## config.mk

```make
export PLATFORM = sky130hd
export DESIGN_NAME = hazard_scoreboard
export DESIGN_NICKNAME = d
export VERILOG_FILES = /design/src/rtl/hazard_scoreboard.sv
export SDC_FILE = /design/constraint.sdc
export NUM_CORES = 1
export LEC_CHECK = 0
export CORE_ASPECT_RATIO = 0.7
export CORE_MARGIN = 4
export CORE_UTILIZATION = 53
export CTS_CLUSTER_DIAMETER = 40
export CTS_CLUSTER_SIZE = 12
export DETAILED_ROUTE_END_ITERATION = 6
export HOLD_SLACK_MARGIN = 0.15
export PLACE_DENSITY = 0.85
export SLEW_MARGIN = 20
export SYNTH_ARGS = -nofsm -noshare
export SYNTH_HDL_FRONTEND = slang
export SYNTH_SLANG_ARGS = --single-unit
export TNS_END_PERCENT = 5
```

## constraint.sdc

```tcl
create_clock -name clk -period 4.8 [get_ports clk]
set_clock_uncertainty 0.05 [all_clocks]
set_input_delay 0.96 -clock clk [delete_from_list [all_inputs] [get_ports clk]]
set_output_delay 0.96 -clock clk [all_outputs]
set_load 0.005 [all_outputs]
```

## src/rtl/hazard_scoreboard.sv

```systemverilog
// Hazard/forwarding controller beside ID: tracks in-flight destinations through
// EX..WB and produces forward selects, load-use stalls and issue control.
module hazard_scoreboard #(
  parameter int REG_W       = 5,
  parameter int DEPTH       = 3,
  parameter int LOAD_LAT    = 1,
  parameter int ZERO_REG    = 31,
  parameter int FLUSH_SLOTS = 1,
  parameter int CNT_W       = 32
) (
  input  logic                       clk,
  input  logic                       reset,
  input  logic                       id_valid,
  input  logic [REG_W-1:0]           id_ra,
  input  logic                       id_ra_used,
  input  logic [REG_W-1:0]           id_rb,
  input  logic                       id_rb_used,
  input  logic [REG_W-1:0]           id_rw,
  input  logic                       id_wr_en,
  input  logic                       id_is_load,
  input  logic                       flush,
  output logic [$clog2(DEPTH+1)-1:0] fwd_sel_a,
  output logic [$clog2(DEPTH+1)-1:0] fwd_sel_b,
  output logic                       stall,
  output logic                       issue,
  output logic [DEPTH-1:0]           slot_valid,
  output logic [CNT_W-1:0]           stall_count
);

  localparam int SEL_W = $clog2(DEPTH + 1);
  localparam int unsigned LL = LOAD_LAT;
  localparam int unsigned FS = FLUSH_SLOTS;
  localparam logic [REG_W-1:0] ZR = REG_W'(ZERO_REG);

  typedef struct packed {
    logic             v;
    logic             ld;
    logic [REG_W-1:0] rw;
  } entry_t;

  // slot[0] is slot 1 (EX, youngest); slot[DEPTH-1] is WB
  entry_t slot [DEPTH];

  logic             hit_a, hit_b, rdy_a, rdy_b;
  logic [SEL_W-1:0] k_a, k_b;

  // Scan oldest to youngest so the last hit left standing is the youngest producer
  always_comb begin
    hit_a = 1'b0;
    hit_b = 1'b0;
    rdy_a = 1'b0;
    rdy_b = 1'b0;
    k_a   = '0;
    k_b   = '0;
    for (int unsigned k = DEPTH; k >= 1; k--) begin
      if (slot[k-1].v && slot[k-1].rw == id_ra && id_ra_used && id_ra != ZR) begin
        hit_a = 1'b1;
        k_a   = SEL_W'(k);
        rdy_a = !slot[k-1].ld || (k > LL);
      end
      if (slot[k-1].v && slot[k-1].rw == id_rb && id_rb_used && id_rb != ZR) begin
        hit_b = 1'b1;
        k_b   = SEL_W'(k);
        rdy_b = !slot[k-1].ld || (k > LL);
      end
    end
  end

  always_comb begin
    stall     = id_valid && !flush && ((hit_a && !rdy_a) || (hit_b && !rdy_b));
    issue     = id_valid && !stall && !flush;
    fwd_sel_a = (id_valid && hit_a && rdy_a) ? k_a : '0;
    fwd_sel_b = (id_valid && hit_b && rdy_b) ? k_b : '0;
  end

  always_comb begin
    slot_valid = '0;
    for (int unsigned k = 0; k < DEPTH; k++) slot_valid[k] = slot[k].v;
  end

  // Non-writing instructions enter as bubbles so they can never match a source
  always_ff @(posedge clk or negedge reset) begin
    if (!reset) begin
      for (int unsigned k = 0; k < DEPTH; k++) slot[k] <= '0;
      stall_count <= '0;
    end else begin
      slot[0] <= '{v: issue && id_wr_en, ld: id_is_load, rw: id_rw};
      for (int unsigned k = 1; k < DEPTH; k++) begin
        slot[k] <= slot[k-1];
        if (flush && k <= FS) slot[k].v <= 1'b0;
      end
      if (stall && stall_count != '1) stall_count <= stall_count + CNT_W'(1);
    end
  end

endmodule

```

* Word level (Yosys, flattened, before mapping)
Cells that the tools add are included.
W data, S select, Z words.
** Word-level totals
- Register bits after elaboration :: 51
- Bits in latches :: 0
- RAM bits :: 0
- ROM bits :: 0
- Input bits :: 23
- Output and inout port bits :: 41
- Word-level logic and storage cells :: 71
- Memories kept :: 0
** Cells by class
- Add/sub/neg operators :: 1
- $mul :: 0
- Div/mod/pow operators :: 0
- $lt $le $gt $ge :: 0
- Equal/unequal tests :: 9
- Shifts and indexed selects :: 0
- Multiplexer cells :: 17
- Bitwise logic cells :: 0
- Reductions and logical operators :: 36
** Operators with widths (number)
- $add A32 B1 Y32 const B :: 1
- $ne A32 B32 Y1 const B :: 1
- $eq A5 B5 Y1 :: 6
- $logic_and A1 B1 Y1 :: 30
- $mux W2 :: 8
- $ne A5 B5 Y1 const B :: 2
- $mux W1 :: 9
- $logic_not A1 Y1 :: 5
- $logic_or A1 B1 Y1 :: 1

* Longest topological paths before layout
- Word-level depth :: 15
- Mapped depth :: 9
- Depth with buffers taken out :: 7

* Worst setup path after synthesis
Ideal clock, no wire load.
- Kind :: input to output
- Start :: input port id_rb[2]
- End :: output port fwd_sel_b[0]
- Data arrival time :: 2286 ps
- Required time :: 3790 ps
- Path slack :: 1504 ps
- Cell stages on the path :: 5
- Buffers on the path :: 0
- Path through :: nand3_1 > o21ai_0 > and4b_1 > or4b_2 > a21oi_1
** On the way
- Word-level cells in the longest chain between the ends :: 10
- Elaborated cells on any way between the ends :: 23
- Those cells by class :: 4 x eq/ne; 8 x mux; 11 x reduce/logical
** RTL lines
- start: declaration :: RTL line 16 : input logic [REG_W-1:0] id_rb,
- $eq A5 B5 Y1 :: RTL line 61 : if (slot[k-1].v && slot[k-1].rw == id_rb && id_rb_used && id_rb != ZR) begin
- $logic_and A1 B1 Y1 (3 in series) :: RTL line 61
- $mux W1 (3 in series) :: RTL line 61
- $logic_and A1 B1 Y1 (2 in series) :: RTL line 73 : fwd_sel_b = (id_valid && hit_b && rdy_b) ? k_b : '0;
- $mux W2 * :: RTL line 73
- end: declaration :: RTL line 23 : output logic [$clog2(DEPTH+1)-1:0] fwd_sel_b,
Every way passes the cells marked *; elsewhere a longest branch is shown, timed or not.

* Worst setup path in the final report
Ends and elaborated chain as after synthesis.

==> run metrics <==
Hold Buf Count CTS 0; router iterations before antenna repair 4; clk_lat worst skew ~0.3 ns; htree depth 2; hold depth 0; combinational share of power 0.087; dominant cells by area after synthesis dfrtp_1 48%, xor2_1 12%, xnor2_1 8.3%, nand4_1 3.3%, nand2_1 2.7%; worst r2r src stall_count[0]; switch share 0.249; post-synthesis sequential area ratio 0.485; postcts setup bufs 0; Worst EP required about 3.8 ns; status finished, final reports clean; FF-to-FF path depth 8; first-pass GRT wire length around 10,000 um; Via density between 5 and 6; PwrDens roughly 230 nW/um2; NetSw around 0.00019 W; initial antenna violation count 0; largest net degree at the start of global routing 52; Fin. Hold Viols 0; global-route usage over all layers 0.213; cell count after synthesis between 200 and 250; RSZ-0062 raised after global routing no; Reg power frac 0.583; sequence of cells on the critical path clkdlybuf4s50_1 > nand3_1 > o21ai_0 > and4b_1 > or4b_2 > a21oi_1 > clkdlybuf4s50_1; Core Area roughly 4800 um2; Die Span X 92.3 um; post-CTS sizing 0; setup_tns 0 ns; synth cell count leaders 51 x dfrtp_1, 36 x xor2_1, 25 x xnor2_1, 19 x nand2_1, 14 x nand4_1; setup violators final 0; CP endpoint kind primary output; worst path arrival time ~3.7 ns; Yosys reg bits 51; Synth Area per Inst between 10 and 15 um2; Netlist cell types between 40 and 50; WL final 6140 um; Num CTS Buffers 5; Post-Syn Area 2630 um2; critical path type input port to primary output; post-synth net total roughly 270; clk slew on worst S/H paths 0.10 ns; RD Place Congestion 0.860; CP endpoint fwd_sel_b[0]; dpl hpwl about 4700 um; Async SR Flop Fraction 1.00; Peak VDD IR between 0.15 and 0.2 mV; site row count 21; min Tclk post-route 4.68 ns; relative slew slack 0.343; maxcap violations 0; Leak Pwr about 1.4 nW; Nets 331; cell taking the most area after synthesis dfrtp_1; utilization after layout 0.712; crit path from id_rb[2]; die area around 6200 um2; startpoint types input port; Main synth FF type dfrtp_1; EDFF count, synth 0; FMAX 0.214 GHz; reg-to-reg endpoint stall_count[12]; Worst Tran Pin Value just under 1 ns; R2R Setup Slk approximately 2.0 ns; Slowest cell on crit path or4b_2; Initial Util 0.551; maximum fanout along the worst path 4; clock sink count 51; Chip Height about 67 um; WL/cell ~16 um; Hold Path Class register to register; share of the synthesized area in the top cell type 0.485; Top cell by count, worst path clkdlybuf4s50_1; io pins 64; delay-heaviest family, CP buffers and inverters; Root Driver clkbuf_8; Stages on worst setup path 7; cell with the most instances after synthesis dfrtp_1; I/O Buffers 63; Area growth, synth to finish 29.3%; crit path buf inv count 2; share of layout cells above drive strength 1 0.0812; DR iter-0 viols ~130; Placed Cells incl. Taps 369; GR Overflow Total 0; clock network fraction of total power 0.330; post-detailed-route count of antenna-violating nets 0; Final period util 0.975; # diodes 0; number of global-route vias before repair between 2k and 2.5k; Internal Pwr Total 0.000575 W; CTS tree built; DRC Markers 0; Vias 2,086; post-route insts no fill around 380; Yosys warnings 0; Max Root-Sink Buffers 2; max incr delay on CP 0.64 ns; Slew Limit Fails 0
-- power groups by stage --
stage / Sequential (W) / Combinational, W / Clock, W
floorplan: 0.000453 / 0.0000281 / 0
global placement: 0.000455 / 0.0000651 / 0
detailed placement: 0.000455 / 0.0000668 / 0
CTS: 0.000447 / 0.0000672 / 0.000256
global route: 0.000448 / 0.0000735 / 0.000272
finish: 0.000447 / 0.0000666 / 0.000253
-- worst register-to-register path, cell delays in order (launching register included) --
cell and delay (ns):
dfrtp_1 0.42, ha_1 0.23, nand4_1 0.18, or4_1 0.50, nor4_1 0.81, buf_4 0.28
nor2_1 0.06, nand4_1 0.10, xnor2_1 0.12
-- per-layer routing --
| layer | vias up | share of wire | global-route usage |
|---|---|---|---|
| met3 | 4 | 0.066 | 0.0530 |
| met5 | - | 0 | 0 |
| met1 | 1023 | 0.48 | 0.298 |
| met2 | 74 | 0.45 | 0.345 |
| li1 | 985 | - | - |
| met4 | 0 | 0.0044 | 0.0333 |
-- flip-flops by register name, indices dropped and copies added, names as in the netlist --
| name | cells |
|---|---|
| stall_count | 32 |
| slot | 16 |
| slot_valid | 3 |
-- how the worst min path moves through the flow --
stage                    end          start
6_report             slot[4]       slot[11]
2_1_floorplan  slot_valid[2]  slot_valid[1]
3_3_place_gp         slot[2]        slot[9]
5_1_grt              slot[4]       slot[11]
4_1_cts              slot[4]       slot[11]
3_5_place_dp         slot[4]       slot[11]
-- final cells by class --
type / instances / area, um2
Fill cell: 398 / 1380
Multi-Input combinational cell: 178 / 1280
Sequential cell: 51 / 1280
Timing Repair Buffer: 67 / 656
Tap cell: 69 / 86.3
Clock buffer: 5 / 68.8
Clock inverter: 3 / 23.8
Inverter: 4 / 15.0
-- stage by stage --
| stage | hold slack, ns | power (W) | instance area [um2] | worst slack [ns] |
|---|---|---|---|---|
| 3_5_place_dp | 0.380 | 0.000522 | 3310 | 0.183 |
| 6_report | 0.406 | 0.000766 | 3400 | 0.120 |
| 4_1_cts | 0.402 | 0.000770 | 3400 | 0.181 |
| 3_3_place_gp | 0.377 | 0.000520 | 3310 | 0.258 |
| 2_1_floorplan | 0.344 | 0.000481 | 2630 | 1.50 |
| 5_1_grt | 0.422 | 0.000794 | 3400 | 0.000214 |
-- kinds of logic after synthesis --
logic type	Yosys count	share of synthesized area
AO/OA/AOI/OAI	9	0.0247
XOR/XNOR	61	0.203
adder cells (fa/ha/maj)	1	0.00475
buffers and inverters	13	0.0299
flip-flops	51	0.485
multiplexers	1	0.00570
AND/OR/NAND/NOR	106	0.248
-- layout by cell type, fill, tap and decap left out, types with 5 or more instances in the layout --
cell | netlist | routed
xnor2_1 | 25 | 25
nand4_1 | 14 | 14
nand2_1 | 19 | 19
clkbuf_8 | 0 | 5
dfrtp_1 | 51 | 51
nor3_1 | 13 | 13
clkdlybuf4s50_1 | 0 | 62
nand3_1 | 13 | 13
xor2_1 | 36 | 36
nor4_1 | 10 | 10
(Power assumes the default switching activity.)
==> RTL change, RTL diff (same settings) <==
Make the reset (`reset`) synchronous in one clocked block.
--- a/src/rtl/hazard_scoreboard.sv
+++ b/src/rtl/hazard_scoreboard.sv
@@ -81,3 +81,3 @@
   // Non-writing instructions enter as bubbles so they can never match a source
-  always_ff @(posedge clk or negedge reset) begin
+  always_ff @(posedge clk) begin
     if (!reset) begin
Function: differs if reset is asserted again (counterexample within 4 cycles, from zero or initial values and one cycle with reset low); with reset held inactive, the same outputs for 10 cycles.
==> RTL change against the original RTL <==
Count of clock-buffer cells in the layout unchanged. Synthesized area grew 13%. Wire length is 26% higher. Cell area increased by 11%. Sequential cell count did not move. Total power increased by 13%. Critical path depth unchanged. Synthesized cell count rose by 34%. Fmax rose by 9.8%. Worst setup slack improved by 0.42 ns. Largest cell class unchanged.
==> RTL change: results (changes against the original RTL) <==
[outcome]
status=finished clean

[grt]
grt_max_degree=54  ; +3.8%
grt_usage_pct=22.18  ; +0.84 points
use_met1_pct=32.51  ; +2.7 points
met3_usage_pct=5.911  ; +0.61 points
grt_pass1_vias=2548  ; +20%
use_met2_pct=33.03  ; -1.4 points
grt_pass1_wl_um=12490  ; +20%

[layout]
final_nets=419  ; +27%
drive_above_1_share_pct=3.788  ; -4.3 points
reg_top3=stall_count: 32 flops, slot: 19 flops
antenna_cells=0  ; unchanged

[routing]
met1_length_um=3469  ; +18%
routed-wl-met3_um=769  ; +91%
met2_wirelength_um=3418  ; +23%
detail_route.iter0.violations=294  ; +120%
wl_um=7726  ; +26%
num_vias=2765  ; +33%
wl_per_cell_um=16.51  ; +1.3%

[worst_setup_path]
reg2reg_from=stall_count[4]$_SDFFE_PN0P_
r2r_slack_ns=1.64  ; -0.33 ns
worstReg2RegEnd=stall_count[25]$_SDFFE_PN0P_
critical_path_arrival_ns=3.25  ; -0.42 ns
r2r_cells=7  ; -1
crit_fanout=5  ; +1
crit_path_end=stall
worstSetupStartpoint=id_rb[1]

[cts]
cts.path.max_buffers=2  ; unchanged
htree_levels=2  ; unchanged
cts_buffers=5  ; unchanged
path_clk_slew_ns=0.09
cts-root-buf=clkbuf_8
post_cts_buffers=0  ; unchanged

[pwr]
internal_power_mw=0.6616  ; +15%
switching_share_pct=23.56  ; -1.4 points
p_leak_nw=1.262  ; -8.9%
ir_worst_vdd_mv=0.1424  ; -14%
combPwrFrac_pct=9.3  ; +0.6 points
power_clock_mw=0.310  ; +23%

[worst_hold_path]
hold_depth=2  ; +2
hold_class=flip-flop to flip-flop

[logic_synthesis]
synth.yosys.seq_area_share_pct=40.84  ; -7.6 points
synth_warnings=0  ; unchanged
synth_common_cells=32 x dfxtp_1, 29 x nand2_1, 19 x edfxtp_1, 19 x xnor2_1, 18 x and2_1
async_reset_ff_share_pct=0  ; -100 points
synth_edf_count=19  ; +19
synth_area_leaders=dfxtp_1 22%, edfxtp_1 19%, xnor2_1 5.6%
syn_inst=324  ; +34%
synth_cell_types=42  ; -2.3%

[placed_design]
place_hpwl_um=5607  ; +20%
dp_slack_ns=0.5945  ; +0.4118 ns
dpl_cell_area_um2=3671  ; +11%
dp.cells=460  ; +25%
finalWeightedCongestion=1.011  ; +18%

[sta]
max_freq_mhz=234.7  ; +9.8%
max_slew_margin_pct=35.29  ; +0.95 points
fin_hold_ws_ns=0.4620  ; +0.05551 ns

-- RTL change: logic make-up (layout without fill, tap and decap cells) --
logic type | after synthesis | count (layout) | share of synthesized area (%)
compound gates | 56 | 56 | 12.83
fa+ha+maj | 1 | 1 | 0.4219
xor+xnor | 30 | 30 | 8.861
flops | 51 | 51 | 40.84
simple gates | 151 | 151 | 29.70
buf+inv | 25 | 79 | 4.177
other cells | 1 | 19 | 0.1265
mux | 9 | 9 | 3.038
-- RTL change: area by class of cell --
class | instances | area (µm²)
clock inverter | 3 | 47.55
fill | 406 | 1553
timing repair buffer | 66 | 653.1
clock buffer | 5 | 68.82
sequential | 51 | 1211
tap | 72 | 90.09
inverter | 5 | 18.77
multi-input combinational | 266 | 1698
-- RTL change: worst min path at each step --
stage,startpoint,end,slack (ns)
6_report,stall_count[26]$_SDFFE_PN0P_,stall_count[26]$_SDFFE_PN0P_,0.46
5_1_grt,stall_count[26]$_SDFFE_PN0P_,stall_count[26]$_SDFFE_PN0P_,0.49
4_1_cts,stall_count[30]$_SDFFE_PN0P_,stall_count[30]$_SDFFE_PN0P_,0.46
3_5_place_dp,stall_count[30]$_SDFFE_PN0P_,stall_count[30]$_SDFFE_PN0P_,0.44
3_3_place_gp,stall_count[30]$_SDFFE_PN0P_,stall_count[30]$_SDFFE_PN0P_,0.43
2_1_floorplan,stall_count[31]$_SDFFE_PN0P_,stall_count[31]$_SDFFE_PN0P_,0.42
-- RTL change: worst max-delay path, cell delays in order --
cell and delay [ns]:
clkdlybuf4s50_1 0.52, xor2_1 0.21, nor4_1 0.32, nand4b_1 0.24, a211o_1 0.35, inv_1 0.13, clkdlybuf4s50_1 0.52
